### config.mk
export PLATFORM = sky130hd
export DESIGN_NAME = ptp_frame_parser
export DESIGN_NICKNAME = d
export VERILOG_FILES = /design/src/rtl/ptp_frame_parser.sv
export SDC_FILE = /design/constraint.sdc
export NUM_CORES = 1
export LEC_CHECK = 0
export ABC_AREA = 1
export CORE_ASPECT_RATIO = 1.2
export CORE_MARGIN = 2
export CORE_UTILIZATION = 50
export DETAILED_ROUTE_END_ITERATION = 12
export PLACE_DENSITY_LB_ADDON = 0.25
export SLEW_MARGIN = 30
export SYNTH_ARGS = -nofsm -noshare
export SYNTH_HDL_FRONTEND = slang
export SYNTH_SLANG_ARGS = --single-unit
### constraint.sdc
create_clock -name clk -period 8.1 [get_ports clk]
set_input_delay 0.81 -clock clk [delete_from_list [all_inputs] [get_ports clk]]
set_output_delay 0.81 -clock clk [all_outputs]
set_load 0.01 [all_outputs]
### src/rtl/ptp_frame_parser.sv
// ptp_frame_parser: per-direction GMII parser that timestamps PTP layer-2 event
// messages at the SFD and writes one 128-bit record per valid event message.
// Ports:
//   clk, rst           GMII byte clock, async active-high reset
//   gmii_ctrl          frame valid (DV/EN)
//   gmii_data[7:0]     GMII byte
//   rtc_time_in[79:0]  RTC time {sec[47:0], ns[31:0]}, synchronous to clk
//   q_full             timestamp queue full
//   q_wr_en            one-cycle queue write strobe
//   q_wr_data[127:0]   {12'h0, msgType, seqId, 16'h0, timestamp}
//   drop_cnt[7:0]      records lost to q_full, saturating
module ptp_frame_parser #(
    parameter logic [15:0] ETHERTYPE = 16'h88F7,
    parameter bit          VLAN_EN   = 1'b1,
    parameter logic [3:0]  PTP_VER   = 4'h2
) (
    input  logic         clk,
    input  logic         rst,
    input  logic         gmii_ctrl,
    input  logic [7:0]   gmii_data,
    input  logic [79:0]  rtc_time_in,
    input  logic         q_full,
    output logic         q_wr_en,
    output logic [127:0] q_wr_data,
    output logic [7:0]   drop_cnt
);

    typedef enum logic [2:0] {
        IDLE,
        PREAMBLE,
        ETH_HDR,
        PTP_HDR,
        WAIT_END
    } state_t;

    state_t      state, state_n;
    logic [5:0]  cnt, cnt_n;
    logic        vlan, vlan_n;
    logic [7:0]  prev;
    logic [79:0] ts;
    logic [3:0]  msg_type;
    logic [3:0]  version;
    logic [15:0] seq_id;
    logic        sfd_hit;
    logic        issue;
    logic        et_cmp;
    logic [15:0] etype;

    // The EtherType is the previous byte plus the current one; where it
    // sits depends on whether an 802.1Q tag has already been skipped.
    assign etype  = {prev, gmii_data};
    assign et_cmp = vlan ? (cnt == 6'd17) : (cnt == 6'd13);

    always_comb begin
        state_n = state;
        cnt_n   = cnt;
        vlan_n  = vlan;
        sfd_hit = 1'b0;
        issue   = 1'b0;
        if (!gmii_ctrl) begin
            state_n = IDLE;
            cnt_n   = 6'd0;
            vlan_n  = 1'b0;
        end else begin
            unique case (state)
                IDLE: begin
                    state_n = (gmii_data == 8'h55) ? PREAMBLE : WAIT_END;
                end
                PREAMBLE: begin
                    if (gmii_data == 8'hD5) begin
                        state_n = ETH_HDR;
                        sfd_hit = 1'b1;
                        cnt_n   = 6'd0;
                        vlan_n  = 1'b0;
                    end else if (gmii_data != 8'h55) begin
                        state_n = WAIT_END;
                    end
                end
                ETH_HDR: begin
                    cnt_n = cnt + 6'd1;
                    if (et_cmp) begin
                        // Only one tag is skipped; a second 8100 falls
                        // through to the EtherType compare and fails.
                        if (VLAN_EN && !vlan && etype == 16'h8100) begin
                            vlan_n = 1'b1;
                        end else if (etype == ETHERTYPE) begin
                            state_n = PTP_HDR;
                            cnt_n   = 6'd0;
                        end else begin
                            state_n = WAIT_END;
                        end
                    end
                end
                PTP_HDR: begin
                    cnt_n = cnt + 6'd1;
                    if (cnt == 6'd31) begin
                        state_n = WAIT_END;
                        issue   = (msg_type <= 4'h3) && (version == PTP_VER);
                    end
                end
                WAIT_END: begin
                    state_n = WAIT_END;
                end
                default: begin
                    state_n = IDLE;
                end
            endcase
        end
    end

    always_ff @(posedge clk or posedge rst) begin
        if (rst) begin
            state <= IDLE;
            cnt   <= 6'd0;
            vlan  <= 1'b0;
            prev  <= 8'h00;
        end else begin
            state <= state_n;
            cnt   <= cnt_n;
            vlan  <= vlan_n;
            prev  <= gmii_data;
        end
    end

    always_ff @(posedge clk or posedge rst) begin
        if (rst) begin
            ts        <= '0;
            msg_type  <= 4'h0;
            version   <= 4'h0;
            seq_id    <= 16'h0;
            q_wr_en   <= 1'b0;
            q_wr_data <= '0;
            drop_cnt  <= 8'h00;
        end else begin
            q_wr_en <= 1'b0;
            if (sfd_hit) begin
                ts <= rtc_time_in;
            end
            if (gmii_ctrl && state == PTP_HDR) begin
                if (cnt == 6'd0) msg_type <= gmii_data[3:0];
                if (cnt == 6'd1) version <= gmii_data[3:0];
                if (cnt == 6'd30) seq_id[15:8] <= gmii_data;
                if (cnt == 6'd31) seq_id[7:0] <= gmii_data;
            end
            if (issue) begin
                if (!q_full) begin
                    q_wr_en   <= 1'b1;
                    q_wr_data <= {12'h0, msg_type, seq_id[15:8],
                                  gmii_data, 16'h0, ts};
                end else if (drop_cnt != 8'hFF) begin
                    drop_cnt <= drop_cnt + 8'd1;
                end
            end
        end
    end

endmodule

; ---- After elaboration in Yosys (flattened, before gate mapping)
; Cells that the tools add are included.
[word_totals]
elab_cells = 82
regBits = 223
out_inout_bits = 137
input_bits = 92
[classes]
n_bitwise = 1
n_eq_ne = 24
reduce_logical = 14
muxes = 29
add_sub_neg = 2
order_cmp = 1
[ops]
columns = op, n
row1 = equality test 16 bit (second input constant), 2
row2 = two-way mux 6 bit, 5
row3 = two-way mux 3 bit, 8
row4 = equality test 6 x 5 -> 1 bit (second input constant), 3
row5 = case mux 6 bit (3 select lines), 1
row6 = inequality test 3 bit (second input constant), 5
row7 = case mux 3 bit (5 select lines), 1
row8 = two-way mux 1 bit, 13
row9 = AND reduction 2 bit, 5
row10 = adder 8 x 1 -> 8 bit (second input constant), 1
row11 = equality test 8 x 7 -> 1 bit (second input constant), 1
row12 = equality test 8 bit (second input constant), 1
row13 = inequality test 8 x 7 -> 1 bit (second input constant), 1
row14 = inequality test 8 bit (second input constant), 1
row15 = AND reduction 4 bit, 2
row16 = adder 6 x 1 -> 6 bit (second input constant), 1
row17 = equality test 3 x 2 -> 1 bit (second input constant), 2
row18 = equality test 6 x 1 -> 1 bit (second input constant), 1
row19 = equality test 6 x 4 -> 1 bit (second input constant), 1
row20 = zero test 6 bit, 1
row21 = equality test 4 x 2 -> 1 bit (second input constant), 1
row22 = less-or-equal comparator 4 x 2 -> 1 bit (second input constant), 1
row23 = inequality test 4 x 1 -> 1 bit (second input constant), 1
row24 = inequality test 4 bit (second input constant), 1
row25 = other kinds (9), 11

; ---- Longest topological paths before layout
; Gate-level depths: netlist of the first run.
[logic_depth]
ltp_word = 6
ltp_mapped = 11
ltp_nobuf = 11

; ---- Worst setup path before layout of the first run
; Ideal clock, no wire load.
[synth_path]
path_kind = input to register
startpoint = input port gmii_data[3]
endpoint = register ts[28]
stages = 6
path_buffers = 1
arrival_ns = 1.858
slack_ns = 6.117
required_time_ns = 7.975
setup_time_ns = 0.125
path_cell_list = inv_2 nand2_1 nor2_1 nand3_4 buf_6 mux2_4
[synth_via]
elab_chain_cells = 4
[synth_lines]
columns = item, line
row1 = start: declaration, 20  ; input logic [7:0] gmii_data,
row2 = equality test 8 bit, 70  ; if (gmii_data == 8'hD5) begin
row3 = two-way mux 1 bit, 70
row4 = two-way mux 1 bit, 65  ; unique case (state)
row5 = two-way mux 1 bit, 60  ; if (!gmii_ctrl) begin
row6 = end signal: assignment, 137  ; ts <= rtc_time_in;
row7 = end: declaration, 40  ; logic [79:0] ts;
; No other way between the ends.
; A chain may end at the register's enable or synchronous reset.

; ---- Final worst setup path of the first run
[layout_path]
startpoint = input port gmii_ctrl
endpoint = register q_wr_data[28]
[layout_via]
elab_chain_cells = 2
[layout_lines]
columns = item, line
row1 = start: declaration, 19  ; input logic gmii_ctrl,
row2 = two-way mux 1 bit, 60
row3 = AND reduction 2 bit (no source line), -
row4 = end signal: assignment, 148  ; q_wr_data <= {12'h0, msg_type, seq_id[15:8],
row5 = end: declaration, 24  ; output logic [127:0] q_wr_data,
; No other way between the ends.

==> results.toml, run 1 <==
[status]
outcome = "complete, no violations"

[route]
routedWlPerCell_um = 14.7
ant_nets = 0
drtPass1Iterations = 5
drt-initial-drc-count = 367
via_per_inst = 4.78
vias = 6651
drt-total-wl_um = 20500
remaining_drc_errors = 0

[timing]
setup_viol = 0
tightest_slew_ps = 915
fmax_mhz = 294
hold_violations = 0
worst_slack_ps = 4690
final.setup.tns_ps = 0
min_period_over_period = 0.421
slew_violations = 0
worst_clock_skew_ps = 8.09
slew_headroom = 0.390
period_needed_ps = 3410
rsz0062_at_grt = "no"

[pwr]
power.density_mw_per_mm2 = 182
power.leakage_nw = 6.25
total_power_mw = 2.20
vdd_drop_max_mv = 0.125

[setup_path]
worstRegToRegCells = 8
max_stage_delay_ps = 700
path_common_cell = "nand2_1"
crit_buf_inv = 3
worstPathMaxFanout = 80
path_class = "primary input to flip-flop"
rr_endpoint = "q_wr_data[73]"
reg2reg_slack_ps = 4790
slowest_stage = "nand3_4"
end_kind = "flip-flop"
required_ps = 8530
worstPathArrival_ps = 3840
crit_path_cell_trace = "clkdlybuf4s50_1, nand2_1, nor2_1, nand3_4, buf_4, clkinv_4, nand2_1, nand2_1"
worst_setup_path_start_kind = "primary input"
critical_path.top_delay_family = "buffers and inverters"
worstReg2RegStart = "cnt[0]"

[placement]
place_congestion = 0.862
place_area_mm2 = 0.0114
io_buffers = 200
dpl_worst_slack_ps = 4200
dp_hpwl_um = 13300

[logic_synthesis]
synth.top_cells.by_count = "332 x nand2_1, 223 x dfrtp_1, 58 x inv_1, 58 x mux2_4, 51 x nor2_1"
ys.flop_type = "dfrtp_1"
synth_area_mm2 = 0.00943
synth_cell_types = 30
synthArstFlopShare = 1.00
ys_ff_latch = 223
yosys_warnings = 0
synth.area.top_cells = "dfrtp_1 59%, nand2_1 13%, mux2_4 9.2%"
synthCells = 929
avgSynthCellArea_um2 = 10.1
synth_edf_count = 0
ys_seq_area_frac = 0.592
yosysMostFrequentCell = "nand2_1"
yosysTopAreaCell = "dfrtp_1"
yosys.area.top_type_share = 0.592

[floorplan]
die_w_um = 129
die_area_mm2 = 0.0200
fp-row-count = 55
initial_core_util = 0.505
coreArea_mm2 = 0.0186
die_h_um = 154
io_pins = 229

[global_route]
grt_pass1_vias = 6468
grt_pass1_wl_um = 33100
grt_use_total = 0.204
grt_max_degree = 150
grt-ovfl-total = 0
antenna_found_initial = 0

[min_path]
whs_path_depth = 2
hold-path-endpoint = "q_wr_data[42]"
worstHoldStart = "ts[42]"
worstHoldPathType = "flip-flop to flip-flop"

[final_layout]
drive_gt1_frac = 0.0935
design_area_mm2 = 0.0121
finalNetCount = 1220
n_antenna_cell = 0
area_growth_syn_to_layout_pct = 28.7
fillers = 1503

[cts]
hold_buffers = 0
cts_buffer_depth = 3
cts_resized = 0
clkTransAtPathRegs_ps = 60
clk_latency_ps = 490
htree_levels = 1
cts_setup_buffers = 0
clock-root-buffer = "clkbuf_16"
cts_tree = "done"
cts_buffers = 22
cts_num_sinks = 223

[job]
drv_cap = 0
==> cell usage in the layout (no fill, tap or decap), types with 2 or more instances in the layout <==
cell type,netlist,final
xor2_1,5,5
clkbuf_16,0,23
mux2_4,58,58
inv_2,6,6
nor2_1,51,51
clkbuf_8,0,2
mux2_2,2,2
dfrtp_1,223,223
nand3b_1,3,3
ha_1,5,5
nor3_2,3,3
o21ai_0,21,21
clkinv_2,0,2
xnor2_1,2,2
clkbuf_1,4,6
o21ai_1,28,28
nand4_1,5,5
bufinv_16,0,2
inv_1,58,57
conb_1,1,28
nand3_4,1,2
buf_4,29,2
nand2_1,332,332
nor3_1,7,7
a21oi_1,22,22
clkdlybuf4s50_1,0,200
nand3_1,30,29
==> per-layer routing <==
layer,vias to the layer above,track usage,share of wire
li1,3256,-,-
met1,3162,0.288,0.44
met2,200,0.329,0.48
met3,33,0.0353,0.060
met4,0,0.0575,0.023
met5,-,0,0
==> worst register-to-register path, delay by kind of cell, from the launching register on <==
family / cells / cell delay (ps)
adder cells (fa/ha/maj): 1 / 260
buffers and inverters: 2 / 1230
flip-flops: 1 / 440
AND/OR/NAND/NOR: 5 / 1260
==> layout make-up <==
| class | count | area (um2) | area share |
|---|---|---|---|
| flip-flops and latches | 223 | 5580 | 0.460 |
| multi-input cells | 608 | 3250 | 0.268 |
| repair buffers | 203 | 2030 | 0.167 |
| clock buffers | 31 | 626 | 0.0516 |
| well taps | 256 | 320 | 0.0264 |
| inverters | 65 | 262 | 0.0216 |
| clock inverters | 4 | 70.1 | 0.00577 |
==> worst max-delay path by stage <==
stage	from	to	cells after the start
after floorplan	rst	cnt[0]	1
after CTS	gmii_ctrl	q_wr_data[57]	8
final	gmii_ctrl	q_wr_data[28]	8
after global placement	gmii_ctrl	q_wr_data[113]	8
after global routing	gmii_ctrl	q_wr_data[57]	8
after detailed placement	gmii_ctrl	q_wr_data[66]	8
==> power by group <==
part	switching (mW)	internal [mW]
Combinational	0.0457	0.0428
Clock	0.400	0.597
Sequential	0.00144	1.12
==> metrics by stage <==
step / util / instances / hold WS [ps]
after global routing: 0.651 / 1390 / 479
after detailed placement: 0.613 / 1355 / 451
after CTS: 0.650 / 1390 / 468
after global placement: 0.613 / 1355 / 444
after floorplan: - / 956 / 436
final: 0.651 / 1390 / 463
==> cells by family after synthesis <==
logic type / share of synthesized area
simple gates: 0.185
flops: 0.592
buf+inv: 0.0754
compound gates: 0.0392
mux: 0.0948
xor+xnor: 0.00650
fa+ha+maj: 0.00664
other cells: 0.000398
==> flip-flops by register name, indices dropped and copies added (netlist names) <==
signal and cells:
q_wr_data 100, drop_cnt 8, state 3, version 4, q_wr_en 1, vlan 1
prev 8, ts 80, msg_type 4, seq_id 8, cnt 6
(Power assumes the default switching activity.)
==> inputs of run 2 (changes only) <==
==> constraint.sdc (replaced) <==
create_clock -name clk -period 3.3 [get_ports clk]
set_input_delay 0.33 -clock clk [delete_from_list [all_inputs] [get_ports clk]]
set_output_delay 0.33 -clock clk [all_outputs]
set_load 0.01 [all_outputs]
==> run 2 against run 1 <==
Effect of this change: routed wire length up 1.9%; sequential cell count unchanged; first-iteration DRC count up 10%; largest cell class unchanged; sequential share of layout area down 0.30 points; critical path type is now flip-flop to flip-flop; clock power up 140%; clock skew up 9.0 ps; core utilization up 0.42 points; largest power group unchanged; cell count up 0.43%; cell area up 0.65%; critical path depth down 1; via count up 0.68%; global-route usage up 0.53 points.
==> results.toml, run 2 (synthesis results as in run 1) <==
[cts]
cts_buffer_depth = 3
clk_latency_ps = 510
clock-root-buffer = "clkbuf_16"
cts_tree = "done"
cts_resized = 0
cts_num_sinks = 223
hold_buffers = 0
cts_setup_buffers = 0
clkTransAtPathRegs_ps = 60
cts_buffers = 23
htree_levels = 1

[timing]
period_needed_ps = 2060
min_period_over_period = 0.625
fmax_mhz = 485
tightest_slew_ps = 814
final.setup.tns_ps = 0
slew_violations = 0
slew_headroom = 0.457
worst_clock_skew_ps = 17.1
rsz0062_at_grt = "no"
setup_viol = 0
hold_violations = 0

[final_layout]
layout_commonest_cell = "nand2_1"
fin_util = 0.655
area_growth_syn_to_layout_pct = 29.6
layout_common_cells = "332 x nand2_1, 223 x dfrtp_1, 200 x clkdlybuf4s50_1"
finalNetCount = 1227
largest_register_ffs = 100
n_antenna_cell = 0
multiInputGateArea_mm2 = 0.00325
reg_top3 = "q_wr_data x100, ts x80"
fillers = 1488
ff_latch_area_mm2 = 0.00558
regMostFlops = "q_wr_data"
drive_gt1_frac = 0.0982
design_area_mm2 = 0.0122

[global_route]
grt_pass1_vias = 6630
antenna_found_initial = 0
grt-ovfl-total = 0
grt_use_total = 0.210
grt_pass1_wl_um = 33600
grt_max_degree = 82

[setup_path]
max_stage_delay_ps = 430
required_ps = 3650
worstReg2RegStart = "cnt[1]"
crit_buf_inv = 1
reg2reg_slack_ps = 1240
worst_setup_path_start_kind = "flip-flop"
path_class = "flip-flop to flip-flop"
worstPathArrival_ps = 2410
slowest_stage = "dfrtp_1"
worstRegToRegCells = 7
critical_path.top_delay_family = "simple AND/OR/NAND/NOR gates"
end_kind = "flip-flop"
rr_endpoint = "q_wr_data[19]"
worstPathMaxFanout = 78
crit_path_cell_trace = "ha_1, nand3_1, nor2_1, nand3_4, buf_4, nand2_1, o21ai_1"

[route]
routedWlPerCell_um = 15.0
vias = 6696
via_per_inst = 4.80
remaining_drc_errors = 0
drt-initial-drc-count = 405
drtPass1Iterations = 5
ant_nets = 0
drt-total-wl_um = 20900

[placement]
place_congestion = 0.803
io_buffers = 200
place_area_mm2 = 0.0115
dp_hpwl_um = 14000

[floorplan]
die_area_mm2 = 0.0200
coreArea_mm2 = 0.0186
io_pins = 229
die_h_um = 154
fp-row-count = 55
die_w_um = 129
initial_core_util = 0.505

[job]
drv_cap = 0

[pwr]
power.density_mw_per_mm2 = 437
total_power_mw = 5.34
power.leakage_nw = 6.29
vdd_drop_max_mv = 0.418

[status]
outcome = "complete, no violations"

[min_path]
worstHoldPathType = "primary input to asynchronous set/reset pin"
==> run 2: worst register-to-register path, delay by kind of cell (launching register included) <==
kind,cells,cell delay (ps)
compound gates,1,80
flops,1,430
fa+ha+maj,1,210
simple gates,4,820
buf+inv,1,360
==> run 2: how the worst max path moves through the flow <==
stage | start | to | slack, ps | depth (start not counted)
after floorplan | rst | cnt[0] | 60 | 1
after global placement | gmii_data[6] | ts[41] | 1080 | 6
after detailed placement | gmii_data[6] | ts[73] | 1060 | 6
after CTS | cnt[0] | q_wr_data[12] | 1230 | 7
after global routing | cnt[0] | q_wr_data[18] | 990 | 7
final | cnt[1] | q_wr_data[19] | 1240 | 7
==> run 2: metrics by stage <==
step | cells | setup slack, ps | hold WS (ps)
final | 1396 | 1240 | 359
after detailed placement | 1361 | 1060 | 453
after global placement | 1361 | 1080 | 446
after global routing | 1396 | 990 | 353
after floorplan | 956 | 60.0 | 361
after CTS | 1396 | 1230 | 348
==> run 2: layout make-up <==
cell class                 instances  share of cell area
clock buffer                      33              0.0535
clock inverter                     2             0.00113
inverter                          65              0.0207
multi-input combinational        608               0.266
sequential                       223               0.457
tap                              256              0.0262
timing repair buffer             209               0.176
==> run 2: routing by layer <==
layer,part of all wire,up-vias,global-route usage
met4,0.035,0,0.0761
met5,0,-,0
li1,-,3278,-
met2,0.48,187,0.342
met1,0.43,3183,0.282
met3,0.057,48,0.0380
==> run 2: report_power, final <==
part	leakage [nW]	switching (mW)	internal [mW]
sequential	2.99	0.00352	2.74
clock	0.328	1.01	1.36
combinational	2.98	0.113	0.114
total	6.29	1.12	4.21
